--- config.mk ---
export PLATFORM = sky130hd
export DESIGN_NAME = z_word_packer
export DESIGN_NICKNAME = d
export VERILOG_FILES = /design/src/rtl/z_pack_pkg.sv /design/src/rtl/z_word_packer_popcount.sv /design/src/rtl/z_word_packer.sv
export SDC_FILE = /design/constraint.sdc
export NUM_CORES = 1
export LEC_CHECK = 0
export CAP_MARGIN = 20
export CORE_ASPECT_RATIO = 1.2
export CORE_MARGIN = 2
export CORE_UTILIZATION = 51
export CTS_BUF_LIST = sky130_fd_sc_hd__clkbuf_2
export DETAILED_ROUTE_END_ITERATION = 8
export PLACE_DENSITY_LB_ADDON = 0.05
export REMOVE_ABC_BUFFERS = 1
export SLEW_MARGIN = 30
export SYNTH_ARGS = -nofsm -noshare
export SYNTH_HDL_FRONTEND = slang
export SYNTH_HIERARCHICAL = 1
export SYNTH_SLANG_ARGS = --single-unit
--- constraint.sdc ---
create_clock -name CLK -period 9 [get_ports CLK]
set_input_delay 1.8 -clock CLK [delete_from_list [all_inputs] [get_ports CLK]]
set_output_delay 1.8 -clock CLK [all_outputs]
set_load 0.02 [all_outputs]
--- src/rtl/z_pack_pkg.sv ---
// ----------------------------------------------------------------------------
// z_pack_pkg
//   Items shared by the Z word packer and its popcount helper.
//   - WIDTH_DEFAULT : default number of bits in one packed word
//   - out_state_t   : state of the output register (EMPTY / FULL)
// ----------------------------------------------------------------------------
package z_pack_pkg;

    localparam int WIDTH_DEFAULT = 8;

    typedef enum logic {
        EMPTY = 1'b0,
        FULL  = 1'b1
    } out_state_t;

endpackage : z_pack_pkg

--- src/rtl/z_word_packer_popcount.sv ---
// ----------------------------------------------------------------------------
// popcount
//   Purely combinational count of the 1 bits in a WIDTH-bit vector.
//   Ports:
//     bits_i  [WIDTH-1:0] : vector to be counted
//     count_o [CW-1:0]    : number of bits of bits_i that are 1
// ----------------------------------------------------------------------------
module popcount
    import z_pack_pkg::*;
#(
    parameter  int WIDTH = WIDTH_DEFAULT,
    localparam int CW    = $clog2(WIDTH + 1)
) (
    input  logic [WIDTH-1:0] bits_i,
    output logic [CW-1:0]    count_o
);

    // Straight adder chain over every bit; synthesis turns it into a tree.
    always_comb begin
        count_o = '0;
        for (int i = 0; i < WIDTH; i++) begin
            count_o = count_o + CW'(bits_i[i]);
        end
    end

endmodule : popcount

--- src/rtl/z_word_packer.sv ---
// ----------------------------------------------------------------------------
// z_word_packer
//   Samples the serial FSM output Z on edges qualified by Z_en and packs the
//   bits MSB-first into WIDTH-bit words. Each completed word is offered with
//   its ones count on a valid/ready port. A word that completes while the
//   output register is still holding an unaccepted word is discarded and the
//   sticky Drop flag is raised.
//   Ports:
//     CLK        : clock, all logic on posedge
//     Reset      : synchronous active-high reset
//     Z          : serial input bit
//     Z_en       : sample qualifier for Z
//     Word_out   : packed word, first-sampled bit in [WIDTH-1]
//     Ones_out   : number of 1s in Word_out
//     Word_valid : Word_out/Ones_out hold an unconsumed word
//     Word_ready : consumer accepts the word when Word_valid is also high
//     Drop       : sticky flag, a completed word was lost
//     Fill_cnt   : number of bits in the partial word
// ----------------------------------------------------------------------------
module z_word_packer
    import z_pack_pkg::*;
#(
    parameter  int WIDTH = WIDTH_DEFAULT,
    localparam int CW    = $clog2(WIDTH + 1)
) (
    input  logic             CLK,
    input  logic             Reset,
    input  logic             Z,
    input  logic             Z_en,
    output logic [WIDTH-1:0] Word_out,
    output logic [CW-1:0]    Ones_out,
    output logic             Word_valid,
    input  logic             Word_ready,
    output logic             Drop,
    output logic [CW-1:0]    Fill_cnt
);

    // Only WIDTH-1 bits of history are kept: the last bit of a word comes
    // straight from Z on the completing edge.
    logic [WIDTH-2:0] shiftReg_q, shiftReg_d;
    logic [CW-1:0]    fillCnt_q, fillCnt_d;
    logic [WIDTH-1:0] word_q, word_d;
    logic [CW-1:0]    ones_q, ones_d;
    logic             drop_q, drop_d;
    out_state_t       state_q, state_d;

    logic [WIDTH-1:0] nextShift;
    logic [CW-1:0]    nextOnes;
    logic             wordDone;

    assign nextShift = {shiftReg_q, Z};

    popcount #(
        .WIDTH (WIDTH)
    ) u_popcount (
        .bits_i  (nextShift),
        .count_o (nextOnes)
    );

    // Fill path: shift in Z on qualified edges; on the last bit of a word
    // flag completion and restart the partial word from empty.
    always_comb begin
        shiftReg_d = shiftReg_q;
        fillCnt_d  = fillCnt_q;
        wordDone   = 1'b0;
        if (Z_en) begin
            if (fillCnt_q == CW'(WIDTH - 1)) begin
                wordDone   = 1'b1;
                shiftReg_d = '0;
                fillCnt_d  = '0;
            end else begin
                shiftReg_d = nextShift[WIDTH-2:0];
                fillCnt_d  = fillCnt_q + 1'b1;
            end
        end
    end

    // Output FSM: a completed word loads when the register is empty or is
    // being emptied on this same edge; otherwise it is dropped and the held
    // word is left untouched.
    always_comb begin
        state_d = state_q;
        word_d  = word_q;
        ones_d  = ones_q;
        drop_d  = drop_q;
        case (state_q)
            EMPTY: begin
                if (wordDone) begin
                    word_d  = nextShift;
                    ones_d  = nextOnes;
                    state_d = FULL;
                end
            end
            FULL: begin
                if (wordDone) begin
                    if (Word_ready) begin
                        word_d = nextShift;
                        ones_d = nextOnes;
                    end else begin
                        drop_d = 1'b1;
                    end
                end else if (Word_ready) begin
                    state_d = EMPTY;
                end
            end
            default: begin
                state_d = EMPTY;
            end
        endcase
    end

    // All state registers; reset wins over every other input on its edge.
    always_ff @(posedge CLK) begin
        if (Reset) begin
            shiftReg_q <= '0;
            fillCnt_q  <= '0;
            word_q     <= '0;
            ones_q     <= '0;
            drop_q     <= 1'b0;
            state_q    <= EMPTY;
        end else begin
            shiftReg_q <= shiftReg_d;
            fillCnt_q  <= fillCnt_d;
            word_q     <= word_d;
            ones_q     <= ones_d;
            drop_q     <= drop_d;
            state_q    <= state_d;
        end
    end

    assign Word_out   = word_q;
    assign Ones_out   = ones_q;
    assign Word_valid = (state_q == FULL);
    assign Drop       = drop_q;
    assign Fill_cnt   = fillCnt_q;

endmodule : z_word_packer

==> flow_metrics.py <==
metrics = {
    "power": {
        "finalPower_mw": 0.170,
        "powerDensity_nw_per_um2": 121,
        "leakage_nw": 0.491,
        "ir_drop_mv": 0.0866,
    },
    "timing": {
        "timing.hold.ws_ns": 0.489,
        "relSlewSlack": 0.401,
        "rsz0062_at_grt": "no",
        "setup_viol": 0,
        "skew_ns": 0.0145,
        "setup_tns_ns": 0,
        "fmax_mhz": 220,
        "fin_crit_ns": 4.56,
        "slew_viol_final": 0,
        "tightest_slew_ns": 0.895,
        "fin_crit_sh": 0.506,
        "finalWorstSetupSlack_ns": 4.44,
        "hold_viol_final": 0,
    },
    "placement": {
        "placed_cell_area_um2": 1380,
        "gp_congestion": 0.837,
        "port_buffers": 22,
        "place_hpwl_um": 1610,
        "pre_cts_ws_ns": 4.06,
    },
    "yosys": {
        "synth_fa_ha_area_frac": 0.112,
        "synth_flop_cell": "dfxtp_1",
        "synth.area.mux_share": 0.00858,
        "synthArstFlopShare": 0,
        "synth-seq-cells": 25,
        "syn_inst": 136,
        "yosys.area_share.simple": 0.196,
        "synth_top_area_share": 0.429,
        "synthTopCellsByArea": "dfxtp_1 43%, a21oi_1 10%, nand3_1 8.2%",
        "synth_commonest_cells": "25 x dfxtp_1, 24 x a21oi_1, 19 x nand3_1",
        "synthDistinctLibCells": 24,
        "synth-compound-area-share": 0.155,
        "synth_xor_xnor_area_share": 0.0150,
        "synth_warnings": 6,
        "yosysMostFrequentCell": "dfxtp_1",
        "syn_avg_cell_area_um2": 8.57,
        "synth_top_family_by_area": "simple AND/OR/NAND/NOR gates",
        "ys_seq_area_frac": 0.429,
        "synth_area_um2": 1170,
        "synth_edf_count": 0,
        "synth_area_leader_cell": "dfxtp_1",
    },
    "critical_path": {
        "critPathLaunch": "Z",
        "slowest_delay_ns": 0.55,
        "ff2ff_setup_slack_ns": 6.02,
        "rr_endpoint": "Ones_out[2]",
        "required_ns": 9.29,
        "crit_buf_inv": 5,
        "reg2regPathDepth": 11,
        "path_delay_family": "adder cells",
        "cp.depth": 12,
        "cp_max_fo": 3,
        "crit_end": "Ones_out[1]",
        "worstPathArrival_ns": 4.84,
        "crit_path_end_kind": "register",
        "cpMaxStageDelayCell": "fa_1",
        "worstSetupStartpointType": "input pin",
        "r2r_start": "shiftReg_q[0]",
        "critPathKind": "input pin to register",
        "path_cells": "clkdlybuf4s50_1 -> inv_1 -> fa_1 -> fa_1 -> fa_1 -> inv_1 -> ha_1 -> inv_1 -> fa_1 -> inv_1 -> nand3_1 -> a21oi_1",
    },
    "floorplan": {
        "die-area_um2": 2690,
        "die_w_um": 47.7,
        "coreArea_um2": 2120,
        "initial_utilization": 0.551,
        "io_pins": 23,
        "rows": 18,
        "die_y_um": 56.4,
    },
    "drt": {
        "num_vias": 974,
        "route.detailed.drc": 0,
        "avgViaCountPerCell": 5.32,
        "wirelength_um": 2240,
        "drt-pass1-iter-count": 4,
        "drtAntennaViolNets": 0,
        "wl_per_cell_um": 12.2,
        "drt_iter0_drc": 10,
    },
    "cts": {
        "cts_root_buffer": "clkbuf_2",
        "h-tree-depth": 1,
        "postCtsSetupRepairBufs": 0,
        "cts_tree": "built",
        "cts-resized-gates": 0,
        "clkLatencyLatePin_ns": 0.35,
        "cts_buffers": 3,
        "path_clk_slew_ns": 0.23,
        "hold_buffers": 0,
        "clock_sinks": 25,
        "clock_path_buffers": 2,
    },
    "global_route": {
        "grt_max_degree": 26,
        "gr-total-overflow": 0,
        "antenna_found_initial": 0,
        "grt_pass1_vias": 892,
        "grt_first_pass_wirelength_um": 3950,
        "grt_usage": 0.201,
    },
    "hold_path": {
        "hold_class": "register to register",
    },
    "layout": {
        "fillers": 210,
        "final_area_um2": 1400,
        "diodes": 0,
        "drive_above_1_share": 0.0261,
        "syn_to_final_growth_pct": 19.8,
        "nets": 167,
    },
    "run_status": {
        "status": "complete, no violations",
    },
    "run": {
        "maxCapViolCount": 0,
    },
}
==> registers in the layout, summed over array words and instances (netlist names) <==
register / flops
Drop: 1
Fill_cnt: 4
Ones_out: 4
Word_out: 8
Word_valid: 1
shiftReg_q: 7
==> per-stage QoR <==
stage,util,cells
6_report,0.660,183
5_1_grt,0.660,183
4_1_cts,0.660,183
3_5_place_dp,0.651,179
3_3_place_gp,0.651,179
2_1_floorplan,-,127
==> tightest hold or removal path, delay by kind of cell, from the launching register on <==
| kind | cells | cell delay [ns] |
|---|---|---|
| AOI/OAI and AO/OA | 2 | 0.12 |
| DFF | 1 | 0.36 |
==> final cells by class <==
cell class,count,area (um2),share of cell area
clock buffers,3,15.0,0.0107
repair buffers,22,220,0.158
multi-input cells,88,567,0.406
clock inverters,1,5.00,0.00358
inverters,14,52.6,0.0376
well taps,30,37.5,0.0269
flip-flops and latches,25,500,0.358
==> cell families (layout without fill, tap and decap cells) <==
kind of cell	Yosys count	count (layout)
muxes	1	1
adders and majority gates	8	8
and+or+nand+nor	41	41
DFF	25	25
xor gates and xnor gates	2	2
buffers and inverters	23	40
AOI/OAI and AO/OA	36	36
==> cells in the final DEF (no fill, tap or decap), types with 2 or more instances in the layout <==
cell             Yosys  final
clkbuf_2             1      3
nor2b_1              2      2
inv_1               14     14
nand2b_1             9      9
dfxtp_1             25     25
nor2_1               3      3
ha_1                 4      4
a21oi_1             24     24
nand3b_1             2      2
o21ai_1              5      5
o21ai_0              7      7
clkdlybuf4s50_1      0     22
nand2_1              2      2
fa_1                 4      4
nand3_1             19     19
==> how the worst min path moves through the flow <==
stage                        endpoint  slack (ns)  cells past startpoint          start
final                     Ones_out[0]        0.49                      2    Ones_out[0]
after global routing      Ones_out[0]        0.51                      2    Ones_out[0]
after CTS                 Ones_out[0]        0.49                      2    Ones_out[0]
after detailed placement         Drop        0.46                      2           Drop
after global placement           Drop        0.45                      2           Drop
after floorplan           Word_out[7]        0.45                      2  shiftReg_q[6]
==> power by group <==
part           switching [mW]  internal (mW)
sequential            0.00135          0.112
combinational         0.00722        0.00615
clock                  0.0326         0.0101
==> layer usage <==
layer  wire, um  GRT usage  share of wire  vias up
li1           -          -              -      488
met1        997      0.260           0.45      460
met2       1110      0.313           0.50       22
met3         78     0.0289          0.035        4
met4         51      0.104          0.023        0
met5          0          0              0        -
(Power assumes the default switching activity.)
==> edit 1, RTL diff (same flow settings) <==
Set the package constant `WIDTH_DEFAULT` to 16 (it was 8).
--- a/src/rtl/z_pack_pkg.sv
+++ b/src/rtl/z_pack_pkg.sv
@@ -6,7 +6,7 @@
 // ----------------------------------------------------------------------------
 package z_pack_pkg;
 
-    localparam int WIDTH_DEFAULT = 8;
+    localparam int WIDTH_DEFAULT = 16;
 
     typedef enum logic {
         EMPTY = 1'b0,
Ports: changed (resized Fill_cnt, Ones_out and Word_out); port bits go from 23 to 33. The function was not compared with the original's and may differ.
==> edit 1 against the original RTL <==
- clock power increased to 2.5 times the old value
- worst setup slack got worse by 510 ps
- sequential cell count is 18 higher
- synthesized area grew 82%
- routed wire length increased by 53%
- critical path type unchanged
- first-iteration DRC count rose to 9.1 times the old value
- final cell count increased by 57%
- count of clock-buffer cells in the layout up 2
- power up 90%
- cell area up 80%
- combinational power grew 52%
- critical endpoint is now Ones_out[4]
- critical path depth rose by 2
==> edit 1: results (changes against the original RTL) <==
| Metric | Value |
|---|---|
| Status | `finished, final reports clean` |
| Final Wtd Congestion | `0.794 (-5.2%)` |
| Iter 0 DRT Violations | `91 (+81)` |
| #MultiIn Comb | `123 (+40%)` |
| HPWL after detailed placement | `2.46 mm (+53%)` |
| Clk_lat worst skew | `410 ps (+60 ps)` |
| ClkCell Share | `2.53% (+1.1 points)` |
| CTS buffer count | `5 (+2)` |
| Setup crit start | `Z` |
| Worst Reg-to-Reg Cells | `13 (+2)` |
| Placed cells | `280 (+56%)` |
| Number of port buffers | `32 (+45%)` |
| Ys Warns | `6 (unchanged)` |
| Via count | `1415 (+45%)` |
| Post-CTS Setup Inserts | `0 (unchanged)` |
| Dpl cell area | `0.00246 sq mm (+78%)` |
| Crit-path max FO | `3 (unchanged)` |
| Number of non-clock inverters in the layout | `26 (+12)` |
| Seq area share | `34.1% (-1.7 points)` |
| Post-Place Worst Slack | `3470 ps (-588 ps)` |
| Non-clock buffering overhead | `13.3% (-2.5 points)` |
| Top cells by area, synth | `dfxtp_1, nand2b_1, mux2i_1` |
| Netlist cell types | `29 (+21%)` |
| Reg-to-reg slack, setup | `5390 ps (-630 ps)` |
| Max reg flops | `16 (+8)` |
| Fill cell count | `379 (+80%)` |
| Worst R2R Start | `shiftReg_q[4]` |
| Cell leakage power | `0.909 nW (+85%)` |
| Area of the multi-input gates | `0.00110 sq mm (+94%)` |
| Setup ws final | `3930 ps (-512 ps)` |
| GRT Util Overall | `16.9% (-3.2 points)` |
| WHS | `487 ps (-2.25 ps)` |
| H-tree depth | `2 (+1)` |
| Count of sequential standard cells | `43 (+72%)` |
| Final WL | `3.43 mm (+53%)` |
| Non-Filler Instances | `288 (+57%)` |
| Worst-Margin Slew | `630 ps (-265 ps)` |
| Global-route wire length before repair | `6.22 mm (+57%)` |
| Clock skew | `19.1 ps (+4.54 ps)` |
| Cells after Synth | `201 (+48%)` |
| Worst r2r dst | `Ones_out[4]` |
| Cell taking the most area after synthesis | `dfxtp_1` |
| Finished Cell Area | `0.00252 sq mm (+80%)` |
| Crit path DAT | `5410 ps (+570 ps)` |
| Seq/Total Area, Yosys | `40.6% (-2.3 points)` |
| Signal buffers | `34 (+55%)` |
| Worst-path clk slew | `200 ps (-30 ps)` |
| Largest net degree at the start of global routing | `50 (+92%)` |
| Max VDD drop | `0.0000649 V (-25%)` |
| Share of cells above drive strength 1 | `6.84% (+4.2 points)` |
| Final nets | `254 (+52%)` |
| Synth cell count leaders | `dfxtp_1, nand2b_1, inv_1, mux2i_1, a22o_1` |
| Core footprint | `0.00397 sq mm (+88%)` |
-- edit 1: cell count changes after synthesis, sizes merged, moves of 2 or more --
cell | before | now
nand2b | 9 | 43
a21oi | 24 | 2
mux2i | 1 | 21
nand3 | 19 | 0
dfxtp | 25 | 43
a22o | 0 | 16
inv | 14 | 26
o21ai | 12 | 0
fa | 4 | 10
nor2 | 3 | 6
ha | 4 | 6
nor3 | 0 | 2
-- edit 1: where the power goes --
group	internal (mW)	switching [mW]	total [mW]
clock	0.0457	0.0620	0.108
combinational	0.00995	0.0105	0.0204
sequential	0.192	0.00153	0.194
total	0.248	0.0740	0.322
-- edit 1: critical path, stage by stage --
cell and delay, ps:
clkdlybuf4s50_1 500, inv_1 70, fa_1 560, fa_1 440, fa_1 540, fa_1 410
inv_1 70, ha_1 160, inv_1 50, fa_1 400, nor2b_1 120, o21a_1 110
nand2b_1 50, mux2i_1 130
-- edit 1: layer usage --
| layer | vias to the layer above | routed length, um | GRT usage, % |
|---|---|---|---|
| met5 | - | 0 | 0 |
| li1 | 710 | - | - |
| met2 | 24 | 1710 | 28.8 |
| met4 | 0 | 57 | 7.41 |
| met1 | 674 | 1530 | 20.7 |
| met3 | 7 | 131 | 4.39 |
-- edit 1: kinds of logic (layout without fill, tap and decap cells) --
| logic type | after synthesis | after routing | share of synthesized area (%) |
|---|---|---|---|
| multiplexers | 22 | 22 | 10.5 |
| buffers and inverters | 35 | 68 | 7.68 |
| adder cells (fa/ha/maj) | 16 | 16 | 13.0 |
| AO/OA/AOI/OAI | 22 | 22 | 9.22 |
| XOR/XNOR | 4 | 4 | 1.65 |
| AND/OR/NAND/NOR | 59 | 59 | 17.4 |
| flip-flops | 43 | 43 | 40.6 |
==> edit 2, RTL diff (config.mk and constraints unchanged) <==
Made on the original files. Register the output `Fill_cnt` once more, without a reset; this adds one clock of latency there. The other outputs are not delayed to match.
--- a/src/rtl/z_word_packer.sv
+++ b/src/rtl/z_word_packer.sv
@@ -132,7 +132,9 @@
     assign Ones_out   = ones_q;
     assign Word_valid = (state_q == FULL);
     assign Drop       = drop_q;
-    assign Fill_cnt   = fillCnt_q;
+    always_ff @(posedge CLK) begin
+        Fill_cnt <= fillCnt_q;
+    end
 
 endmodule : z_word_packer
 
Function: changed (a bounded check fails within 4 cycles, from zero or initial values and one cycle with Reset high).
==> edit 2 against the original RTL <==
- final cell count grew 4.4%
- routed wire length grew 13%
- synthesized area up 6.5%
- sequential cell count increased by 4
- largest power group unchanged
- count of clock-buffer cells in the layout grew 3
- cell area is 6.9% higher
- worst setup slack worse by 6.7 ps
- power up 21%
==> edit 2: results (changes against the original RTL) <==
| Metric | Value |
|---|---|
| Max reg flops | `8 (unchanged)` |
| # diodes | `0 (unchanged)` |
| Comb power frac | `6.5% (-1.4 points)` |
| CTS buffer count | `5 (+2)` |
| Synth cell count leaders | `dfxtp_1, a21oi_1, nand3_1, inv_1` |
| Initial antenna violation count | `0 (unchanged)` |
| Worst R2R Start | `shiftReg_q[0]` |
| CTS resizes | `0 (unchanged)` |
| Cell leakage power | `0.534 nW (+8.8%)` |
| WL per Instance | `13.2 um (+8.0%)` |
| Via count | `1035 (+6.3%)` |
| Hold Crit Start | `fillCnt_q[1]` |
| Fill cell count | `222 (+5.7%)` |
| H-tree depth | `2 (+1)` |
| Max VDD drop | `0.000124 V (+44%)` |
| Final Wtd Congestion | `0.848 (+1.2%)` |
| Iter 0 DRT Violations | `9 (-1)` |
| WHS Endpoint | `Fill_cnt[1]` |
| CP max stage cell | `fa_1` |
| Worst-Margin Slew | `890 ps (-5.78 ps)` |
| Share of cells above drive strength 1 | `3.75% (+1.1 points)` |
| GRT Util Overall | `20.2% (+0.055 points)` |
| Status | `finished, final reports clean` |
| Vias in the first global route | `958 (+7.4%)` |
| Net Sw Power | `0.0504 mW (+23%)` |
| Delay-heaviest family, CP | `adder cells` |
| Placed cells | `184 (+2.8%)` |
| Post-CTS Setup Inserts | `0 (unchanged)` |
| Internal | `0.155 mW (+20%)` |
| Top cells by area, synth | `dfxtp_1, a21oi_1, nand3_1` |
| CP max stage delay | `550 ps (about the same)` |
| Final nets | `173 (+3.6%)` |
| Reg power frac | `64.3% (-2.7 points)` |
| HP Class | `register to register` |
| Crit-path max FO | `3 (unchanged)` |
| Seq/Total Area, Yosys | `46.7% (+3.8 points)` |
| Clock skew | `8.74 ps (-5.79 ps)` |
| Largest net degree at the start of global routing | `26 (unchanged)` |
| CTS root buffer | `clkbuf_2` |
| Number of port buffers | `22 (unchanged)` |
| Clk_lat worst skew | `350 ps (about the same)` |
| Hold depth | `0 (-2)` |
| Final WL | `2.53 mm (+13%)` |
| Worst r2r dst | `Ones_out[1]` |
| Clock buffer depth | `2 (unchanged)` |
| Netlist cell types | `24 (unchanged)` |
| Ys async rst share | `0% (unchanged)` |
| Reg-to-reg slack, setup | `6030 ps (about the same)` |
| HPWL after detailed placement | `1.75 mm (+8.7%)` |
| Post-synth EDFFs | `0 (unchanged)` |
| Worst Reg-to-Reg Cells | `11 (unchanged)` |
| Mean Syn Cell Area | `8.87 sq um (+3.5%)` |
| Worst-path clk slew | `130 ps (-100 ps)` |
| Crit path DAT | `4830 ps (about the same)` |
| Global-route wire length before repair | `4.31 mm (+8.9%)` |
| 1st-pass router iterations | `4 (unchanged)` |
| Ys Warns | `6 (unchanged)` |
-- edit 2: cell families (layout without fill, tap and decap cells) --
kind of cell / Yosys count / after routing / share of synthesized area (%)
DFF: 29 / 29 / 46.7
AOI/OAI and AO/OA: 36 / 36 / 14.5
and+or+nand+nor: 41 / 41 / 18.5
muxes: 1 / 1 / 0.806
buffers and inverters: 23 / 43 / 7.55
xor gates and xnor gates: 2 / 2 / 1.41
adders and majority gates: 8 / 8 / 10.5
-- edit 2: worst max path at each step --
| stage | startpoint | endpoint | slack, ps | cells after the start |
|---|---|---|---|---|
| floorplan | Z | Ones_out[1] | 4770 | 11 |
| global placement | Z | Ones_out[2] | 4160 | 12 |
| detailed placement | Z | Ones_out[1] | 4050 | 12 |
| CTS | Z | Ones_out[1] | 4450 | 12 |
| global route | Z | Ones_out[2] | 4270 | 12 |
| finish | Z | Ones_out[1] | 4440 | 12 |
-- edit 2: final cells by class --
cell class	instances	area, sq um	area share [%]
flip-flops and latches	29	581	38.9
multi-input cells	88	568	38.0
repair buffers	22	220	14.7
inverters	14	52.6	3.52
well taps	31	38.8	2.60
clock buffers	6	30.0	2.01
clock inverters	1	3.75	0.251
-- edit 2: per-layer routing --
metal	track usage (%)	wire, um	up-vias
met3	8.76	165	6
met4	7.76	43	0
met2	34.1	1300	26
li1	-	-	508
met5	0	0	-
met1	22.6	1020	495
-- edit 2: through the flow --
stage          setup slack (ps)  utilization [%]  cell area [sq um]  hold slack, ps
6_report                   4440             64.8               1490             403
3_5_place_dp               4050             63.3               1460             384
4_1_cts                    4450             64.8               1490             405
3_3_place_gp               4160             63.3               1460             381
5_1_grt                    4270             64.8               1490             423
2_1_floorplan              4770                -               1200             367
